<file path="src/rtl/serial_sub_pkg.sv">
// rtl/serial_sub_pkg.sv - shared state encoding and default width for serial_sub_ctrl
package serial_sub_pkg;

   localparam int DEFAULT_WIDTH = 8;

   typedef enum logic [1:0] {
      IDLE  = 2'd0,
      SHIFT = 2'd1,
      DONE  = 2'd2
   } state_t;

endpackage

</file>
<file path="src/rtl/sub_bit_cell.sv">
// rtl/sub_bit_cell.sv - 1-bit full subtractor: d = x - y - c, bo = borrow out
module sub_bit_cell (
   input  logic x,
   input  logic y,
   input  logic c,
   output logic d,
   output logic bo
);

   assign d  = x ^ y ^ c;
   assign bo = (~x & y) | (~(x ^ y) & c);

endmodule

</file>
<file path="src/rtl/serial_sub_ctrl.sv">
// rtl/serial_sub_ctrl.sv - bit-serial LSB-first subtractor a - b - bin, one bit per cycle
// Optional signed-overflow output enabled by SERIAL_SUB_OVF_EN.
module serial_sub_ctrl
   import serial_sub_pkg::*;
#(
   parameter int WIDTH = DEFAULT_WIDTH
) (
   input  logic             clk,
   input  logic             rst,
   input  logic             start,
   input  logic [WIDTH-1:0] a,
   input  logic [WIDTH-1:0] b,
   input  logic             bin,
   output logic             busy,
   output logic             done,
   output logic [WIDTH-1:0] diff,
   output logic             bout
`ifdef SERIAL_SUB_OVF_EN
   ,
   output logic             ovf
`endif
);

   // One extra counter bit so the count can reach WIDTH without wrapping.
   localparam int CW = $clog2(WIDTH) + 1;
   localparam logic [CW-1:0] LAST_BIT = CW'(WIDTH - 1);

   state_t           state_q, state_d;
   logic [CW-1:0]    cnt_q, cnt_d;
   logic [WIDTH-1:0] a_q, a_d;
   logic [WIDTH-1:0] b_q, b_d;
   logic [WIDTH-1:0] res_q, res_d;
   logic [WIDTH-1:0] diff_q, diff_d;
   logic             borrow_q, borrow_d;
   logic             bout_q, bout_d;
   logic             busy_q, busy_d;
   logic             done_q, done_d;
   logic             cell_d, cell_bo;
`ifdef SERIAL_SUB_OVF_EN
   logic             msb_bin_q, msb_bin_d;
   logic             ovf_q, ovf_d;
`endif

   sub_bit_cell u_cell (
      .x  (a_q[0]),
      .y  (b_q[0]),
      .c  (borrow_q),
      .d  (cell_d),
      .bo (cell_bo)
   );

   always_comb begin
      state_d  = state_q;
      cnt_d    = cnt_q;
      a_d      = a_q;
      b_d      = b_q;
      res_d    = res_q;
      diff_d   = diff_q;
      borrow_d = borrow_q;
      bout_d   = bout_q;
      busy_d   = busy_q;
      done_d   = 1'b0;
`ifdef SERIAL_SUB_OVF_EN
      msb_bin_d = msb_bin_q;
      ovf_d     = ovf_q;
`endif
      case (state_q)
         IDLE: begin
            if (start) begin
               a_d      = a;
               b_d      = b;
               borrow_d = bin;
               cnt_d    = '0;
               busy_d   = 1'b1;
               state_d  = SHIFT;
            end
         end
         SHIFT: begin
            a_d      = a_q >> 1;
            b_d      = b_q >> 1;
            res_d    = {cell_d, res_q[WIDTH-1:1]};
            borrow_d = cell_bo;
            cnt_d    = cnt_q + 1'b1;
`ifdef SERIAL_SUB_OVF_EN
            msb_bin_d = borrow_q;
`endif
            if (cnt_q == LAST_BIT) begin
               busy_d  = 1'b0;
               state_d = DONE;
            end
         end
         DONE: begin
            // borrow_q now holds the borrow out of the MSB cell.
            diff_d  = res_q;
            bout_d  = borrow_q;
            done_d  = 1'b1;
            state_d = IDLE;
`ifdef SERIAL_SUB_OVF_EN
            ovf_d = msb_bin_q ^ borrow_q;
`endif
         end
         default: begin
            state_d = IDLE;
            busy_d  = 1'b0;
         end
      endcase
   end

   always_ff @(posedge clk or posedge rst) begin
      if (rst) begin
         state_q  <= IDLE;
         cnt_q    <= '0;
         a_q      <= '0;
         b_q      <= '0;
         res_q    <= '0;
         diff_q   <= '0;
         borrow_q <= 1'b0;
         bout_q   <= 1'b0;
         busy_q   <= 1'b0;
         done_q   <= 1'b0;
`ifdef SERIAL_SUB_OVF_EN
         msb_bin_q <= 1'b0;
         ovf_q     <= 1'b0;
`endif
      end else begin
         state_q  <= state_d;
         cnt_q    <= cnt_d;
         a_q      <= a_d;
         b_q      <= b_d;
         res_q    <= res_d;
         diff_q   <= diff_d;
         borrow_q <= borrow_d;
         bout_q   <= bout_d;
         busy_q   <= busy_d;
         done_q   <= done_d;
`ifdef SERIAL_SUB_OVF_EN
         msb_bin_q <= msb_bin_d;
         ovf_q     <= ovf_d;
`endif
      end
   end

   assign busy = busy_q;
   assign done = done_q;
   assign diff = diff_q;
   assign bout = bout_q;
`ifdef SERIAL_SUB_OVF_EN
   assign ovf  = ovf_q;
`endif

endmodule

</file>
<file path="config.mk">
export PLATFORM = sky130hd
export DESIGN_NAME = serial_sub_ctrl
export DESIGN_NICKNAME = d
export VERILOG_FILES = /design/src/rtl/serial_sub_pkg.sv /design/src/rtl/sub_bit_cell.sv /design/src/rtl/serial_sub_ctrl.sv
export SDC_FILE = /design/constraint.sdc
export NUM_CORES = 1
export LEC_CHECK = 0
export ABC_AREA = 1
export ABC_CLOCK_PERIOD_IN_PS = 2500
export BUFFER_PORTS_ARGS = -buffer_cell sky130_fd_sc_hd__buf_2
export CORE_MARGIN = 2
export CORE_UTILIZATION = 59
export DETAILED_ROUTE_END_ITERATION = 8
export GPL_TIMING_DRIVEN = 0
export HOLD_SLACK_MARGIN = 0.03
export MAX_ROUTING_LAYER = met4
export PLACE_DENSITY = 0.91
export SYNTH_ARGS = -nofsm -noshare
export SYNTH_HDL_FRONTEND = slang
export SYNTH_HIERARCHICAL = 1
export SYNTH_SLANG_ARGS = --single-unit
</file>
<file path="constraint.sdc">
create_clock -name clk -period 2.5 [get_ports clk]
set_clock_uncertainty 0.2 [all_clocks]
set_input_delay 0.125 -clock clk [delete_from_list [all_inputs] [get_ports clk]]
set_output_delay 0.125 -clock clk [all_outputs]
set_load 0.01 [all_outputs]
</file>
==> qor.txt, run 1 <==
Run status: finished clean
Final Power: 2402 uW
Number of global-route vias before repair: 1487
Dominant cells by area after synthesis: dfrtp_1 (59%), nand2_1 (15%), nand3_1 (11%)
Fraction of final layout cells with drive strength greater than 1: 0.1939
Largest net degree at the start of global routing: 43
Via Count: 1523
Initial cell density of the core: 0.6029
Residual DRC count: 0
Nature of the critical path endpoint: register
Remaining antenna violation count after routing: 0
Most frequent cell after synthesis: nand2_1
Launching element type of the critical path: register
Critical path data arrival time: 2.03 ns
Clock share of power: 0.169
Number of antenna violations at the first check in global routing: 0
Min setup slack post-route: 0.5706 ns
Critical path fanouts, max: 2
Global-route wire length before repair: 6486 um
Total of endpoints with negative setup slack in the final report: 0
Core occupancy in the finished layout: 0.7609
Layout overhead on the synthesized area: 26.20%
Count of final hold-check violations: 0
Most frequent cell on the critical path: inv_1
GR Util met1: 0.3026
Predominant post-synthesis flop cell: dfrtp_1
Worst setup timing slack at the placement stage: 1.148 ns
TritonCTS clock tree: done
Area of the die: 3501 um2
Antenna cells: 0
Proportion of synthesized chip area in sequential cells: 0.5854
Dominant cell type by area after synthesis: dfrtp_1
Synthesized Nets: 227
CTS Root Cell: clkbuf_4
Average cell area after synthesis: 8.758 um2
Global-route track usage on met2: 0.4397
Number of filler cells placed in the layout: 198
Most frequent cells after synthesis: nand2_1 (70), dfrtp_1 (42), nand3_1 (39)
Total congestion overflow after global routing: 0
Switching pwr: 898.9 uW
Netlist cell types: 16
Worst setup path class: register to register
Proportion of power drawn by combinational gates: 0.375
Total number of placement rows: 20
Vertical extent of the die: 59.17 um
Internal power summed over all cells: 1503 uW
Clock Tree Buf Depth: 2
Sequential power share: 0.457
Power per standard cell area: 1060 nW/um2
Post-layout minimum cycle time: 1.929 ns
Setup_tns: 0 ns
Worst-path cell chain: inv_1 -> fa_1 -> inv_1 -> inv_1 -> nand2_1 -> nand3_1 -> dlygate4sd3_1 -> nand2_1
Slew of the pin with the lowest slew margin: 0.8455 ns
F_max: 518.3 MHz
Number of enable flip-flop cells after synthesis: 0
Die W: 59.17 um
Switch share: 0.3743
Wire per inst: 12.86 um
Wire length reported by the detailed router: 3806 um
Clock network latency to the later pin of the worst-skew pair: 0.35 ns
Worst slew margin relative to its limit: 0.4355
CTS resizes: 0
Mean number of vias per cell: 5.145
IO buf count: 30
Placeable core area: 2978 um2
Number of maximum-capacitance constraint violations: 0
Max stage delay on crit path: 0.55 ns
Synthesized instance count: 205
Met3 usage in global routing: 0.04585
Final weighted congestion of routability-driven global placement: 0.8159
Number of placed I/O pins: 31
Level count of the clock H-tree: 2
Class of the tightest hold or removal check: input pin to async pin
Final slew viol count: 0
Sum of net half-perimeters after detailed placement: 2388 um
CTS Buf Count: 5
FFs w/ async S/R, synth: 1.000
Detailed Route Iter0 Violations: 64
Leakage component of the power: 0.001222 uW
Unrepaired setup endpoints after global routing: false
Max rail drop VDD: 0.5792 mV
Area fraction of the dominant cell type after synthesis: 0.5854
Layer carrying the most global-route usage: met2
Required time of the critical path: 2.60 ns
Critical path's slowest cell: dlygate4sd3_1
Synth Cell Area: 1795 um2
Overall routing resource usage: 0.2572
Clock edge transition at the registers on the reported setup and hold paths: 0.13 ns
FF+latch count, synth: 42
Final critical-path share of the clock period: 0.7718
Total of warnings raised by yosys: 6
Net count reported at finish: 284
CTS sink count: 42
First-pass detailed-route iteration total: 4
-- repair_timing --
item                      4_1_cts  5_1_grt
buffers inserted                0        0
hold endpoints to repair       62        0
hold buffers                   20        0
-- per-stage QoR --
stage	cells	cell area (um2)	hold slack (ns)
2_1_floorplan	205	1795	0.03462
3_3_place_gp	268	1987	0.1201
3_5_place_dp	268	1987	0.1274
4_1_cts	296	2266	0.2948
5_1_grt	296	2266	0.3240
6_report	296	2266	0.2905
-- critical path: cells and delay by family (launching register included) --
family	cells	cell delay [ns]
simple gates	3	0.16
fa+ha+maj	1	0.41
buf+inv	4	0.75
flops	1	0.37
-- final cells by class --
type	count	area (um2)	area share
flip-flops and latches	42	1051	0.4638
multi-input cells	133	601.8	0.2656
repair buffers	50	350.3	0.1546
clock buffers	8	78.83	0.03479
inverters	20	75.07	0.03313
plain buffers	10	67.56	0.02982
well taps	33	41.29	0.01822
-- cell usage in the layout (no fill, tap or decap) --
cell type / n
ha_1: 1
inv_2: 3
clkbuf_8: 3
buf_6: 2
o21ai_1: 1
o21ai_0: 15
nand2_1: 70
nand4_1: 1
xnor2_1: 1
dlygate4sd3_1: 20
a21oi_1: 1
nand3_1: 39
dfrtp_1: 42
fa_1: 1
nor2_1: 3
clkbuf_4: 5
buf_2: 36
inv_1: 17
buf_4: 2
-- worst paths after layout --
check	startpoint	endpoint	slack, ns	cells after the start
worst min register to register	diff[2]$_DFFE_PP0P_	diff[2]$_DFFE_PP0P_	0.29	2
max in group asynchronous	rst	a_q[7]$_DFFE_PP0P_	1.29	3
worst max register to register	b_q[0]$_DFFE_PP0P_	borrow_q$_DFFE_PP0P_	0.57	8
worst max-delay path	b_q[0]$_DFFE_PP0P_	borrow_q$_DFFE_PP0P_	0.57	8
min in group clk	diff[2]$_DFFE_PP0P_	diff[2]$_DFFE_PP0P_	0.29	2
worst min-delay path	rst	diff[2]$_DFFE_PP0P_	0.29	3
-- sequential cells by signal (all words and copies together) (netlist names) --
signal,flops
res_q,8
done,1
borrow_q,1
a_q,8
cnt_q,4
bout,1
state_q,2
b_q,8
busy,1
diff,8
-- layer usage --
| metal | vias to the layer above | part of all wire |
|---|---|---|
| met3 | 9 | 0.035 |
| met4 | 0 | 0.018 |
| met2 | 46 | 0.52 |
| li1 | 764 | - |
| met1 | 704 | 0.42 |
| met5 | - | 0 |
-- power by group through the flow --
stage               Sequential [uW]  Clock, uW  Combinational [uW]
floorplan                      1100          0                 599
global placement               1090          0                 806
detailed placement             1100          0                 854
CTS                            1090        407                 899
global route                   1120        433                1030
finish                         1100        405                 900
-- cell families (layout without fill, tap and decap cells) --
family          count (synthesis)  in the layout  synth area share
fa+ha+maj                       2              2           0.01812
compound gates                 17             17           0.04738
simple gates                  113            113            0.2648
flops                          42             42            0.5854
buf+inv                        30             88           0.07944
xor+xnor                        1              1          0.004879
No activity file was read; power rests on OpenSTA's default activity.
==> run 2: changes to the inputs <==
--- a/config.mk
+++ b/config.mk
@@ -6,15 +6,15 @@
 export NUM_CORES = 1
 export LEC_CHECK = 0
 export ABC_AREA = 1
-export ABC_CLOCK_PERIOD_IN_PS = 2500
+export ABC_CLOCK_PERIOD_IN_PS = 1900
 export BUFFER_PORTS_ARGS = -buffer_cell sky130_fd_sc_hd__buf_2
 export CORE_MARGIN = 2
-export CORE_UTILIZATION = 59
+export CORE_UTILIZATION = 54
 export DETAILED_ROUTE_END_ITERATION = 8
 export GPL_TIMING_DRIVEN = 0
 export HOLD_SLACK_MARGIN = 0.03
 export MAX_ROUTING_LAYER = met4
-export PLACE_DENSITY = 0.91
+export PLACE_DENSITY = 0.85
 export SYNTH_ARGS = -nofsm -noshare
 export SYNTH_HDL_FRONTEND = slang
 export SYNTH_HIERARCHICAL = 1
==> constraint.sdc (replaced) <==
create_clock -name clk -period 1.9 [get_ports clk]
set_clock_uncertainty 0.2 [all_clocks]
set_input_delay 0.095 -clock clk [delete_from_list [all_inputs] [get_ports clk]]
set_output_delay 0.095 -clock clk [all_outputs]
set_load 0.01 [all_outputs]
==> run 2 against run 1 <==
Global-route usage decreased by 2.2 points. Via count increased by 0.33%. Die area increased by 8.6%. Final cell count increased by 4.4%. Fmax increased by 10%. Critical path depth decreased by 2. Clock-buffer cell count decreased by 2. Routed wire length decreased by 6.2%. Clock power increased by 42%. Largest cell class unchanged.
==> qor.txt, run 2 (synthesis results as in run 1) <==
Power per standard cell area: 1371 nW/um2 (+29%)
Worst setup timing slack at the placement stage: 0.5477 ns (-0.5999 ns)
Total congestion overflow after global routing: 0 (unchanged)
Fraction of final layout cells with drive strength greater than 1: 0.1887 (-0.005237)
Net count reported at finish: 286 (+0.70%)
Area after detailed placement: 2001 um2 (+0.69%)
Sum of net half-perimeters after detailed placement: 2284 um (-4.4%)
Register-to-Register Setup Slack: 0.15 ns (-0.42 ns)
Layer carrying the most global-route usage: met2
Critical path data arrival time: 1.85 ns (-0.18 ns)
Worst slew margin relative to its limit: 0.4483 (+0.01284)
Die W: 61.66 um (+4.2%)
Met3 usage in global routing: 0.06092 (+0.01507)
Wire per inst: 11.56 um (-10%)
Via Count: 1528 (+0.33%)
Required time of the critical path: 2.01 ns (-0.59 ns)
Slew of the pin with the lowest slew margin: 0.8263 ns (-0.01923 ns)
Placeable core area: 3103 um2 (+4.2%)
Post-CTS setup buffer count: 0 (unchanged)
Clock edge transition at the registers on the reported setup and hold paths: 0.13 ns (about the same)
Launching element type of the critical path: register
Number of maximum-capacitance constraint violations: 0 (unchanged)
Non-filler cells in the finished layout: 309 (+4.4%)
Number of placed I/O pins: 31 (unchanged)
CTS resizes: 0 (unchanged)
Min setup slack post-route: 0.1532 ns (-0.4174 ns)
Worst setup path class: register to register
Global-route wire length before repair: 6251 um (-3.6%)
Total of endpoints with negative setup slack in the final report: 0 (unchanged)
Post-layout minimum cycle time: 1.747 ns (-0.1826 ns)
Reg2Reg Launch Point: state_q[1]$_DFFE_PP0P_
Max rail drop VDD: 0.6769 mV (+17%)
Final weighted congestion of routability-driven global placement: 0.8085 (-0.91%)
Endpoint of the worst register-to-register path: b_q[0]$_DFFE_PP0P_
Number of placed instances with taps included: 279 (+4.1%)
Count of final hold-check violations: 0 (unchanged)
Leakage component of the power: 0.001217 uW (-0.39%)
Layout overhead on the synthesized area: 28.08%
Mean number of vias per cell: 4.945 (-3.9%)
Run status: finished clean
Detailed Route Iter0 Violations: 81 (+27%)
Wire length reported by the detailed router: 3571 um (-6.2%)
First-pass detailed-route iteration total: 4 (unchanged)
GR Util met1: 0.2731 (-0.02953)
Critical path fanouts, max: 7 (+5)
Level count of the clock H-tree: 2 (unchanged)
Final Power: 3153 uW (+31%)
Number of antenna violations at the first check in global routing: 0 (unchanged)
TritonCTS clock tree: done
Number of global-route vias before repair: 1493 (+0.40%)
Setup_tns: 0 ns (unchanged)
Largest net degree at the start of global routing: 43 (unchanged)
IO buf count: 30 (unchanged)
Final slew viol count: 0 (unchanged)
Number of filler cells placed in the layout: 240 (+21%)
Final design area excluding fillers: 2300 um2 (+1.5%)
Global-route track usage on met2: 0.3940 (-0.04570)
Leading cell types in the layout, fill and taps excluded: nand2_1 (70), dfrtp_1 (42), nand3_1 (39)
Antenna cells: 0 (unchanged)
Clock network latency to the later pin of the worst-skew pair: 0.36 ns (about the same)
Final critical-path share of the clock period: 0.9194 (+0.1476)
Overall routing resource usage: 0.2351 (-0.02213)
Total number of placement rows: 20 (unchanged)
F_max: 572.5 MHz (+10%)
CTS Root Cell: clkbuf_4
Unrepaired setup endpoints after global routing: false
Initial cell density of the core: 0.5786 (-0.02431)
CTS sink count: 42 (unchanged)
Worst R2R Path Depth: 6 (-2)
Vertical extent of the die: 61.66 um (+4.2%)
Class of the tightest hold or removal check: input pin to async pin
Area of the die: 3802 um2 (+8.6%)
CTS Buf Count: 5 (unchanged)
Most frequent standard cell in the layout excluding fill and tap cells: nand2_1
Nature of the critical path endpoint: register
Residual DRC count: 0 (unchanged)
Remaining antenna violation count after routing: 0 (unchanged)
Clock Tree Buf Depth: 2 (unchanged)
==> run 2: changes by cell type in the layout (fill, tap and decap cells not counted), sizes merged <==
cell,change
clkinvlp,+1
bufinv,+1
clkbuf,-2
dlygate4sd3,+2
==> run 2: worst max path at each step <==
stage | from | end | slack (ns)
floorplan | rst | a_q[0]$_DFFE_PP0P_ | 0.63
global placement | rst | b_q[2]$_DFFE_PP0P_ | 0.15
detailed placement | state_q[1]$_DFFE_PP0P_ | b_q[4]$_DFFE_PP0P_ | 0.55
CTS | state_q[1]$_DFFE_PP0P_ | a_q[6]$_DFFE_PP0P_ | 0.18
global route | state_q[0]$_DFFE_PP0P_ | b_q[0]$_DFFE_PP0P_ | 0.07
finish | state_q[1]$_DFFE_PP0P_ | b_q[0]$_DFFE_PP0P_ | 0.15
==> run 2: area by class of cell <==
cell class / count / area (um2) / share of cell area
Sequential cell: 42 / 1051 / 0.4570
Multi-Input combinational cell: 133 / 601.8 / 0.2617
Timing Repair Buffer: 52 / 370.4 / 0.1610
Inverter: 20 / 75.07 / 0.03264
Buffer: 10 / 67.56 / 0.02938
Tap cell: 44 / 55.05 / 0.02394
Clock buffer: 6 / 41.29 / 0.01795
Clock inverter: 2 / 37.54 / 0.01632
==> run 2: critical path: stages, from the launching register on <==
cell,delay (ns)
dfrtp_1,0.42
inv_2,0.09
nand3_1,0.14
inv_2,0.15
nand2_1,0.07
dlygate4sd3_1,0.56
nand3_1,0.06
==> run 2: layer usage <==
metal	vias to the layer above	wire length, um
met4	0	52
li1	764	-
met5	-	0
met2	50	1767
met1	707	1533
met3	7	218
==> run 2: report_power, final <==
part           internal, uW  switching [uW]
clock network           278             299
registers              1230             202
logic                   477             664
==> run 2: per-stage QoR <==
stage               hold WS (ns)  utilization
floorplan               0.004615            -
global placement         0.09919       0.6448
detailed placement        0.1016       0.6448
CTS                       0.2423       0.7411
global route              0.2820       0.7411
finish                    0.2256       0.7411
==> run 2: timing repair <==
action	in CTS	in global routing
endpoints found under the setup margin	0	0
hold buffers	22	0
hold endpoints to repair	62	0
